$ cat src/rtl/sevenseg_pkg.sv
// rtl/sevenseg_pkg.sv - shared constants and types for the memory-mapped seven-segment controller
package sevenseg_pkg;

  localparam logic [2:0]  OFS_DATA  = 3'h0;
  localparam logic [2:0]  OFS_CTRL  = 3'h4;
  localparam logic [31:0] CTRL_RST  = 32'h0000_000F;
  localparam logic [6:0]  SEG_BLANK = 7'b1111111;

  typedef struct packed {
    logic [3:0] dpon;
    logic [3:0] en;
  } ctrl_t;

endpackage

$ cat src/rtl/mmio_sevenseg_hex_to_7seg.sv
// rtl/mmio_sevenseg_hex_to_7seg.sv - hex nibble to active-low {g,f,e,d,c,b,a} decoder
module hex_to_7seg (
  input  logic [3:0] nib_i,
  output logic [6:0] seg_o
);

  always_comb begin
    seg_o = 7'b1111111;
    case (nib_i)
      4'h0: seg_o = 7'b1000000;
      4'h1: seg_o = 7'b1111001;
      4'h2: seg_o = 7'b0100100;
      4'h3: seg_o = 7'b0110000;
      4'h4: seg_o = 7'b0011001;
      4'h5: seg_o = 7'b0010010;
      4'h6: seg_o = 7'b0000010;
      4'h7: seg_o = 7'b1111000;
      4'h8: seg_o = 7'b0000000;
      4'h9: seg_o = 7'b0010000;
      4'hA: seg_o = 7'b0001000;
      4'hB: seg_o = 7'b0000011;
      4'hC: seg_o = 7'b1000110;
      4'hD: seg_o = 7'b0100001;
      4'hE: seg_o = 7'b0000110;
      4'hF: seg_o = 7'b0001110;
      default: seg_o = 7'b1111111;
    endcase
  end

endmodule

$ cat src/rtl/mmio_sevenseg.sv
// rtl/mmio_sevenseg.sv - store-bus mapped four-digit seven-segment scan controller
module mmio_sevenseg
  import sevenseg_pkg::*;
#(
  parameter logic [31:0] BASE_ADDR = 32'hFFFF_FF00,
  parameter int unsigned SCAN_DIV  = 50000
) (
  input  logic        clk,
  input  logic        reset,
  input  logic        memwrite,
  input  logic [31:0] memaddr,
  input  logic [31:0] memwritedata,
  output logic [31:0] memreaddata,
  output logic        sel,
  output logic [6:0]  seg,
  output logic        dp,
  output logic [3:0]  an
);

  localparam logic [19:0] PCNT_TC = 20'(SCAN_DIV - 1);

  logic [15:0] data_q, data_d;
  ctrl_t       ctrl_q, ctrl_d;
  logic [19:0] pcnt_q, pcnt_d;
  logic [1:0]  idx_q, idx_d;
  logic [3:0]  an_q, an_d;
  logic [6:0]  seg_q, seg_d;
  logic        dp_q, dp_d;

  logic [2:0]  ofs;
  logic [3:0]  nib;
  logic [6:0]  nib_seg;
  logic        dig_en;
  logic        dig_dp;
  logic        unused_bits;

  // Byte lanes are irrelevant: both registers are whole words.
  assign sel         = (memaddr[31:3] == BASE_ADDR[31:3]);
  assign ofs         = {memaddr[2], 2'b00};
  assign unused_bits = ^{memaddr[1:0], memwritedata[31:16]};

  always_comb begin
    memreaddata = 32'h0;
    if (sel) begin
      if (ofs == OFS_CTRL) memreaddata = {24'h0, ctrl_q};
      else                 memreaddata = {16'h0, data_q};
    end
  end

  always_comb begin
    data_d = data_q;
    ctrl_d = ctrl_q;
    if (memwrite && sel) begin
      if (ofs == OFS_DATA) data_d = memwritedata[15:0];
      else                 ctrl_d = memwritedata[7:0];
    end
  end

  always_comb begin
    pcnt_d = pcnt_q + 20'd1;
    idx_d  = idx_q;
    if (pcnt_q >= PCNT_TC) begin
      pcnt_d = 20'd0;
      idx_d  = idx_q + 2'd1;
    end
  end

  always_comb begin
    nib    = data_q[3:0];
    dig_en = ctrl_q.en[0];
    dig_dp = ctrl_q.dpon[0];
    case (idx_q)
      2'd0: begin nib = data_q[3:0];   dig_en = ctrl_q.en[0]; dig_dp = ctrl_q.dpon[0]; end
      2'd1: begin nib = data_q[7:4];   dig_en = ctrl_q.en[1]; dig_dp = ctrl_q.dpon[1]; end
      2'd2: begin nib = data_q[11:8];  dig_en = ctrl_q.en[2]; dig_dp = ctrl_q.dpon[2]; end
      default: begin nib = data_q[15:12]; dig_en = ctrl_q.en[3]; dig_dp = ctrl_q.dpon[3]; end
    endcase
  end

  hex_to_7seg u_hex (
    .nib_i (nib),
    .seg_o (nib_seg)
  );

  // Pins are computed from the current registers and re-timed so each comes from a flop.
  always_comb begin
    an_d         = 4'b1111;
    an_d[idx_q]  = ~dig_en;
    seg_d        = dig_en ? nib_seg : SEG_BLANK;
    dp_d         = ~(dig_dp & dig_en);
  end

  always_ff @(posedge clk or negedge reset) begin
    if (!reset) begin
      data_q <= 16'h0;
      ctrl_q <= ctrl_t'(CTRL_RST[7:0]);
      pcnt_q <= 20'd0;
      idx_q  <= 2'd0;
      an_q   <= 4'b1111;
      seg_q  <= SEG_BLANK;
      dp_q   <= 1'b1;
    end else begin
      data_q <= data_d;
      ctrl_q <= ctrl_d;
      pcnt_q <= pcnt_d;
      idx_q  <= idx_d;
      an_q   <= an_d;
      seg_q  <= seg_d;
      dp_q   <= dp_d;
    end
  end

  assign an  = an_q;
  assign seg = seg_q;
  assign dp  = dp_q;

endmodule

$ cat config.mk
export PLATFORM = sky130hd
export DESIGN_NAME = mmio_sevenseg
export DESIGN_NICKNAME = d
export VERILOG_FILES = /design/src/rtl/sevenseg_pkg.sv /design/src/rtl/mmio_sevenseg_hex_to_7seg.sv /design/src/rtl/mmio_sevenseg.sv
export SDC_FILE = /design/constraint.sdc
export NUM_CORES = 1
export LEC_CHECK = 0
export BUFFER_PORTS_ARGS = -buffer_cell sky130_fd_sc_hd__buf_2
export CAP_MARGIN = 20
export CELL_PAD_IN_SITES_DETAIL_PLACEMENT = 1
export CELL_PAD_IN_SITES_GLOBAL_PLACEMENT = 1
export CORE_MARGIN = 2
export CORE_UTILIZATION = 34
export CTS_CLUSTER_DIAMETER = 40
export DETAILED_ROUTE_END_ITERATION = 8
export PLACE_DENSITY = 0.86
export SLEW_MARGIN = 5
export SYNTH_ARGS = -nofsm -noshare
export SYNTH_HDL_FRONTEND = slang
export SYNTH_HIERARCHICAL = 1
export SYNTH_SLANG_ARGS = --single-unit
export TNS_END_PERCENT = 10
$ cat constraint.sdc
create_clock -name clk -period 2.25 [get_ports clk]
set_input_delay 0.45 -clock clk [delete_from_list [all_inputs] [get_ports clk]]
set_output_delay 0.45 -clock clk [all_outputs]
set_load 0.01 [all_outputs]
# Word-level counts from Yosys, hierarchy flattened
# Memories as Yosys holds them, arrays and structs flattened.
# Index checks and enable logic that the tools add are counted.
[word_totals]
reg_bits = 58
mem_bits_ro = 112
output_inout_bits = 45
word_cells = 38
n_memories = 1
[classes]
addsub = 2
n_lt_le_gt_ge = 3
n_eq_ne = 3
mux = 9
bitwise_logic = 6
n_reduce_logical = 6
[mem_list]
columns = ["name", "words", "word_bits", "rd", "rd_clocked_by_memory_dff", "wr", "line", "text"]
rows = [
  ["(name not given)", 16, 7, 1, 0, 0, "mmio_sevenseg_hex_to_7seg.sv:9", "case (nib_i)"],
]
[op_table]
columns = ["op", "count"]
rows = [
  ["16-bit two-way mux", 2],
  ["29-bit == test, second input constant", 1],
  ["20-bit by 1-bit adder with 20-bit output, second input constant", 1],
  ["20-bit by 16-bit >= comparator with 1-bit output, second input constant", 1],
  ["20-bit two-way mux", 1],
  ["4-bit one-hot mux with 3 select lines", 1],
  ["7-bit two-way mux", 1],
  ["1-bit one-hot mux with 3 select lines", 2],
  ["4-bit inverter", 1],
  ["4-bit bitwise OR", 1],
  ["2-bit AND reduction", 2],
  ["3-bit zero test", 1],
  ["2-bit by 3-bit < comparator with 1-bit output, second input constant", 1],
  ["1-bit inverter", 3],
  ["2-bit by 1-bit adder with 2-bit output, second input constant", 1],
  ["1-bit demux with 2-bit select", 1],
  ["2-bit by 1-bit == test with 1-bit output, second input constant", 1],
  ["2-bit == test, second input constant", 1],
  ["2-bit by 1-bit >= comparator with 1-bit output, second input constant", 1],
  ["1-bit logical AND", 2],
  ["2-bit zero test", 1],
  ["1-bit bitwise AND", 1],
  ["1-bit two-way mux", 1],
]

# Depth between registers and ports, before layout
# Gate-level depths: netlist (run 1).
[depth]
ltp_word = 6
depth_mapped = 10

# Modules after synthesis
# The synthesis (run 1) kept the hierarchy.
[by_module_without_submodules]
columns = ["module", "n_inst", "cells_each", "area_per_inst_um2", "seq_area_each_um2"]
rows = [
  ["mmio_sevenseg", 1, 252, 2934.1, 1471.4],
  ["hex_to_7seg", 1, 35, 271.5, 0.0],
]

# Worst setup path after synthesis (run 1)
# No wires, ideal clock.
[synth_path]
path_kind = "in2out"
start = "in memaddr[4]"
end = "out memreaddata[14]"
arrival_time_ns = 2.082
setup_slack_ns = -0.282
cell_stages = 5
cell_sequence = "or4_4 nor4_4 nand2_1 clkbuf_1 nor3_1"
[synth_between]
elab_chain_len = 2
[synth_rtl]
columns = ["element", "line", "text"]
rows = [
  ["start, declared", "mmio_sevenseg.sv:11", "input logic [31:0] memaddr,"],
  ["29-bit == test", "mmio_sevenseg.sv:38", "assign sel = (memaddr[31:3] == BASE_ADDR[31:3]);"],
  ["16-bit two-way mux", "mmio_sevenseg.sv:44", "if (sel) begin"],
  ["end, declared", "mmio_sevenseg.sv:13", "output logic [31:0] memreaddata,"],
]
# Every way passes these cells.

# Worst setup path in the final report (run 1)
[layout_path]
start = "in memaddr[4]"
end = "out memreaddata[9]"
# Same word-level chain as after synthesis.

==> metrics.md, run 1 <==
| Metric | Value |
|---|---|
| M3 GR Usage | under 10% |
| Seq pwr share | 44.8% |
| Global route overflow | 0 |
| Sequential-to-total area share from yosys stat | 45.9% |
| Fmax | ~410 MHz |
| Failing checks | negative setup slack |
| Area Growth Syn to Fin | 30.8% |
| Outcome | finished, violations left |
| Main flop type after synthesis | dfrtp_1 |
| Min Clock Period, post-route | 2450 ps |
| Unique masters post-synth | 47 |
| Flop2flop setup slack | -30 ps |
| R2R depth | 10 |
| Post-Route WL | ~10 mm |
| PD cells | roughly 600 mW/mm2 |
| Fin. Hold Viols | 0 |
| Die ar. | between 0.01 and 0.015 mm2 |
| 1st-iter DRT viols | about 170 |
| Total vias in the final route | roughly 2,700 |
| Clock share of power | 39.8% |
| Antenna cell count | 0 |
| First-pass GRT wire length | about 15 mm |
| TritonCTS Sinks | 58 |
| CP Launch Type | input pin |
| # IOs | about 110 |
| Final period utilization | 109% |
| Fraction of layout cells with a size suffix above 1 | a little under half |
| Post-DP Area | about 0.0038 mm2 |
| Layout Skew | ~12 ps |
| Routed vias/inst | 5.26 |
| GRT Util Overall | about a fifth |
| Max-slew headroom | 51.0% |
| Finished Cell Area | around 0.0042 mm2 |
| Largest net degree at the start of global routing | 40 |
| Drt first pass iters | 4 |
| Met2 Use GR | between 30% and 40% |
| Nets | ~470 |
| Synth Warn # | 6 |
| Psw | 0.000669 W |
| Top-count cell post-synth | dfrtp_1 |
| Final Max Slew Viols | 0 |
| Peak supply drop | about 0.00027 V |
| Cells after Synth | 287 |
| R2r startpoint | idx_q[0] |
| Initial antenna violation count | 0 |
| Initial Utilization | between 30% and 40% |
| Gr busiest metal | met2 |
| Final worst slack | -196 ps |
| Leakage | roughly 2.0 nW |
| Combinational share of power | between 15 and 20% |
| Hpwl dp | approximately 6.4 mm |
| Slew @ Worst Pin | between 700 and 800 ps |
| Vias in the first global route | ~2,900 |
| CP Capture Type | primary output |
| CORE AREA | slightly above 0.009 mm2 |
| Crit. Startpoint | memaddr[4] |
| Yosys top cell area share | roughly 33% |
| Post-synthesis cell area | approximately 0.0032 mm2 |
| Rows | 35 |
| Max Cap Violations | 0 |
| CP Max Fanout | 6 |
| Hold Buf Count CTS | 0 |
| Critical Path RT | roughly 1800 ps |
| Finished Core Util | between 40% and 50% |
| Sw frac | a little over a quarter |
| Final setup viols | 20 |
| Biggest area consumer among synthesized cells | dfrtp_1 |
| Residual DRC | 0 |
| H-tree depth | 3 |
| Gpl congestion | between 0.8 and 0.9 |
| DR WL/cell | between 15 and 20 um |
| Die height | approximately 100 um |
| Asr flop ratio synth | 100% |
| CTS tree | built |
| Worst R2R End | seg[3] |
| Post-synth EDFFs | 0 |
| Chip width | between 100 and 150 um |
| Clock transition at the registers of the reported paths | about 70 ps |
| Unrepaired setup endpoints after global routing | true |
| Avg Cell Area, Syn | ~11 um2 |
| Met1 usage | roughly 22% |
| IO buf count | 77 |
| CTS Buf Count | 9 |
| Post-route ant nets | 0 |
| Root Buffer | clkbuf_8 |
| Synth cell count leaders | 42 x dfrtp_1, 21 x nor2_1, 17 x buf_4 |
| Internal | 0.00178 W |
| Clock tree buffer depth | 2 |
| Area contributors post-synth | dfrtp_1 33%, dfstp_2 13%, mux2_2 5.6% |
| Hold Crit Class | in -> async |
| Worst-skew pair later-pin latency | between 300 and 400 ps |
| #FFs+latches synth | 58 |
| Arr. time, crit path | ~2000 ps |
| Setup CP Type | in -> out |
cells by family (layout without fill, tap and decap cells):
group           count (synthesis)  in the layout  synth area share (%)
other cells                     1             20                 0.117
fa+ha+maj                      13             13                  5.07
buf+inv                        39            126                  7.10
xor+xnor                       13             13                  3.55
flops                          58             58                  45.9
mux                            40             40                  14.7
simple gates                   97             98                  17.6
compound gates                 26             26                  5.97
registers in the layout (all words and copies together) (netlist names):
| name | flops |
|---|---|
| an | 4 |
| ctrl_q | 8 |
| data_q | 16 |
| dp | 1 |
| idx_q | 2 |
| pcnt_q | 20 |
| seg | 7 |
timing repair:
action	4_1_cts	5_1_grt
cloned	1	0
setup endpoints to repair	23	24
gates resized for setup	16	22
pin swaps	4	4
buffers inserted	2	1
final cells by class:
class	instances	area (um2)
clock buffers	13	149
flip-flops and latches	58	1470
inverters	12	47.5
clock inverters	3	40.0
repair buffers	98	628
well taps	111	139
fillers	1042	5000
multi-input cells	210	1720
metal layers:
layer | vias up | share of wire (%)
met5 | - | 0
met4 | 0 | 2.6
met3 | 20 | 3.7
met2 | 84 | 53
met1 | 1365 | 40
li1 | 1186 | -
through the flow:
stage	hold slack (ps)	power (W)	setup WS (ps)	setup TNS, ps	std cells
2_1_floorplan	154	0.00130	4.09	0	306
3_3_place_gp	439	0.00144	-188	-1750	484
3_5_place_dp	451	0.00146	-207	-3000	484
4_1_cts	86.9	0.00243	-156	-2580	503
5_1_grt	94.8	0.00256	-226	-2890	505
6_report	67.8	0.00245	-196	-1620	505
how the worst max path moves through the flow:
| stage | cells after the start | slack [ps] | to |
|---|---|---|---|
| after CTS | 10 | -160 | seg[3] |
| after global routing | 8 | -230 | memreaddata[1] |
| after detailed placement | 7 | -210 | memreaddata[3] |
| after global placement | 7 | -190 | memreaddata[3] |
| final | 7 | -200 | memreaddata[9] |
| after floorplan | 5 | 4 | memreaddata[0] |
placed cells by master (no fill, tap or decap), types with 3 or more instances in the layout:
cell type	n
nand4_1	10
mux2i_2	3
or4_1	4
nand3_1	11
conb_1	20
dfrtp_1	42
nand2_1	14
o21a_1	3
inv_1	10
ha_2	4
mux2_4	10
buf_12	3
dfstp_2	16
buf_4	17
clkbuf_8	10
xnor2_1	5
clkbuf_1	3
o21ai_1	3
xor2_1	8
mux2i_1	11
nand2b_1	7
buf_6	8
buf_2	70
ha_1	9
and3_1	4
a222oi_1	6
nor2_1	14
o21ai_0	3
nor3_1	3
a21oi_1	3
mux2_2	16
nor2_4	7
worst max-delay path, stage by stage:
cell and delay [ps]:
buf_6 90, or4_4 540, nor4_4 160, buf_4 190, nand2_8 80, nor3b_1 290
buf_2 180
power groups by stage:
stage | sequential [W] | combinational, W | clock (W)
2_1_floorplan | 0.00111 | 0.000198 | 0
3_3_place_gp | 0.00111 | 0.000331 | 0
3_5_place_dp | 0.00111 | 0.000346 | 0
4_1_cts | 0.00110 | 0.000353 | 0.000978
5_1_grt | 0.00110 | 0.000413 | 0.00104
6_report | 0.00110 | 0.000375 | 0.000974
No activity file was read; power rests on OpenSTA's default activity.
==> inputs of run 2 (changes only) <==
--- a/config.mk
+++ b/config.mk
@@ -9,6 +9,7 @@
 export CAP_MARGIN = 20
 export CELL_PAD_IN_SITES_DETAIL_PLACEMENT = 1
 export CELL_PAD_IN_SITES_GLOBAL_PLACEMENT = 1
+export CORE_ASPECT_RATIO = 1.5
 export CORE_MARGIN = 2
 export CORE_UTILIZATION = 34
 export CTS_CLUSTER_DIAMETER = 40
==> metrics.md, run 2 (synthesis gave the netlist of run 1 again) <==
| Metric | Value |
|---|---|
| Outcome | finished, violations left |
| Failing checks | negative setup slack |
| CP Launch Type | flop |
| CP Max Fanout | 5 (-1) |
| GRT Util Overall | 18.7% (-0.46 points) |
| Worst hold slack | 104 ps (+36.2 ps) |
| Hold Crit Class | in -> async |
| TritonCTS Sinks | 58 (unchanged) |
| H-tree depth | 3 (unchanged) |
| Rows | 43 (+23%) |
| Root Buffer | clkbuf_16 |
| Routed vias/inst | 5.10 (-3.0%) |
| Fillers | 1,020 (-2.1%) |
| Final period utilization | 104% (-4.7 points) |
| Initial antenna violation count | 0 (unchanged) |
| Buf/Inv on CP | 2 (-1) |
| Fin. Hold Viols | 0 (unchanged) |
| Slew @ Worst Pin | 726 ps (+5.94 ps) |
| Post-DP Area | 0.00381 mm2 (+0.23%) |
| Area occupied by multi-input gates | 0.00167 mm2 (-2.8%) |
| Max-slew headroom | 50.6% (-0.40 points) |
| Critical Path RT | 2510 ps (+710 ps) |
| Vias in the first global route | 2,867 (-0.90%) |
| Gpl congestion | 0.789 (-2.5%) |
| Die height | 123 um (+22%) |
| Worst-skew pair later-pin latency | 330 ps (about the same) |
| Layout Skew | 4.89 ps (-6.87 ps) |
| Peak supply drop | 0.000522 V (+96%) |
| Finished Cell Area | 0.00425 mm2 (+1.3%) |
| Die ar. | 0.0102 mm2 (+0.15%) |
| Max reg flops | 20 (unchanged) |
| Leakage | 2.02 nW (+2.5%) |
| CTS Buf Count | 9 (unchanged) |
| Total vias in the final route | 2,601 (-2.0%) |
| 1st-iter DRT viols | 160 (-7.0%) |
| Setup CP Type | reg -> reg |
| # IOs | 112 (unchanged) |
| First-pass GRT wire length | 14.6 mm (-2.7%) |
| Setup TNS | -332 ps (+1290 ps) |
| Largest net degree at the start of global routing | 59 (+48%) |
| IO buf count | 77 (unchanged) |
| Antenna cell count | 0 (unchanged) |
| Final Max Slew Viols | 0 (unchanged) |
| Clock transition at the registers of the reported paths | 50 ps (-20 ps) |
| Most flop-heavy register | pcnt_q |
| Hpwl dp | 6.38 mm (about the same) |
| Clock tree buffer depth | 2 (unchanged) |
| Post-route ant nets | 0 (unchanged) |
| Most frequent cells in the layout | 76 x buf_2, 42 x dfrtp_1, 20 x conb_1 |
| CP cell instances | inv_1 > ha_2 > buf_4 > a222oi_1 > mux2i_2 > or2_1 > a21oi_1 > a31oi_1 > nand2b_1 |
| Nets | 473 (+0.85%) |
| Unrepaired setup endpoints after global routing | true |
| Chip width | 83.3 um (-18%) |
| Global route overflow | 0 (unchanged) |
| Final setup viols | 11 (-45%) |
| Max stage delay on crit path | 490 ps (-50 ps) |
| Fmax | 427 MHz (+4.5%) |
| Arr. time, crit path | 2600 ps (+600 ps) |
| Critical path's slowest cell | a222oi_1 |
| CORE AREA | 0.00920 mm2 (about the same) |
| CTS tree | built |
| Min Clock Period, post-route | 2340 ps (-106 ps) |
| Residual DRC | 0 (unchanged) |
| DR WL/cell | 18.0 um (-9.3%) |
| Fraction of layout cells with a size suffix above 1 | 47.5% (+0.79 points) |
| Register area | 0.00147 mm2 (unchanged) |
| Hold Buf Count CTS | 0 (unchanged) |
| Final worst slack | -89.8 ps (+106 ps) |
| CP delay by family, top | compound AO/OA/AOI/OAI gates |
| Most common cell after layout, fill and taps aside | buf_2 |
| CP Capture Type | flop |
| Max Cap Violations | 0 (unchanged) |
| Drt first pass iters | 6 (+2) |
| PD cells | 673 mW/mm2 (+15%) |
| Initial Utilization | 34.8% (about the same) |
| Post-Route WL | 9.16 mm (-8.4%) |
| Largest registers | pcnt_q x20, data_q x16, ctrl_q x8 |
| Area Growth Syn to Fin | 32.4% |
==> run 2: cell types whose count changed in the layout (fill, tap and decap cells not counted), moves of 2 or more <==
cell	before	now
buf_2	70	76
buf_6	8	6
clkbuf_16	0	9
clkbuf_8	10	2
nor2_1	14	18
nor2_2	0	3
nor2_4	7	0
nor3_1	3	1
nor3_2	2	4
nor3b_1	2	0
nor3b_2	2	4
==> run 2: timing repair <==
item / 4_1_cts / 5_1_grt
gates resized for setup: 14 / 12
pin swaps: 2 / 6
buffers inserted: 6 / 1
setup endpoints to repair: 22 / 23
==> run 2: worst register-to-register path, stage by stage, from the launching register on <==
cell	delay, ps
dfrtp_1	380
inv_1	100
ha_2	220
buf_4	160
a222oi_1	490
mux2i_2	230
or2_1	300
a21oi_1	170
a31oi_1	50
nand2b_1	180
==> run 2: where the power goes <==
part	total [W]	switching, W	internal [W]
Sequential	0.00109	0.0000234	0.00107
Combinational	0.000500	0.000253	0.000247
Clock	0.00126	0.000464	0.000798
==> run 2: layout make-up <==
class | instances | share of cell area, %
flip-flops and latches | 58 | 34.7
clock buffers | 13 | 6.13
clock inverters | 3 | 0.354
well taps | 112 | 3.30
repair buffers | 103 | 15.1
inverters | 12 | 1.12
multi-input cells | 209 | 39.3
==> run 2: layer usage <==
layer | wire length [um] | part of all wire, % | vias to the layer above | GRT usage [%]
met4 | 256 | 2.8 | 0 | 9.32
met3 | 495 | 5.4 | 19 | 6.07
li1 | - | - | 1201 | -
met2 | 5180 | 56 | 83 | 35.3
met1 | 3240 | 35 | 1298 | 18.4
met5 | 0 | 0 | - | 0
==> run 2: worst paths after layout <==
check | from | endpoint | slack [ps] | depth (start not counted)
hold / removal | reset | data_q[13] | 100 | 2
setup reg to reg | idx_q[1] | seg[3] | -90 | 9
hold reg to reg | pcnt_q[0] | pcnt_q[0] | 480 | 1
max in group asynchronous | reset | ctrl_q[0] | 1830 | 2
min in group clk | memwritedata[11] | data_q[11] | 350 | 2
setup / recovery | idx_q[1] | seg[3] | -90 | 9
==> run 2: through the flow <==
step	instances	total power [W]	utilization (%)	setup WS (ps)
6_report	510	0.00286	46.1	-89.8
2_1_floorplan	306	0.00130	-	4.09
5_1_grt	510	0.00297	46.1	-137
3_3_place_gp	486	0.00144	41.4	-90.7
4_1_cts	508	0.00286	45.4	-99.8
3_5_place_dp	486	0.00147	41.4	-185
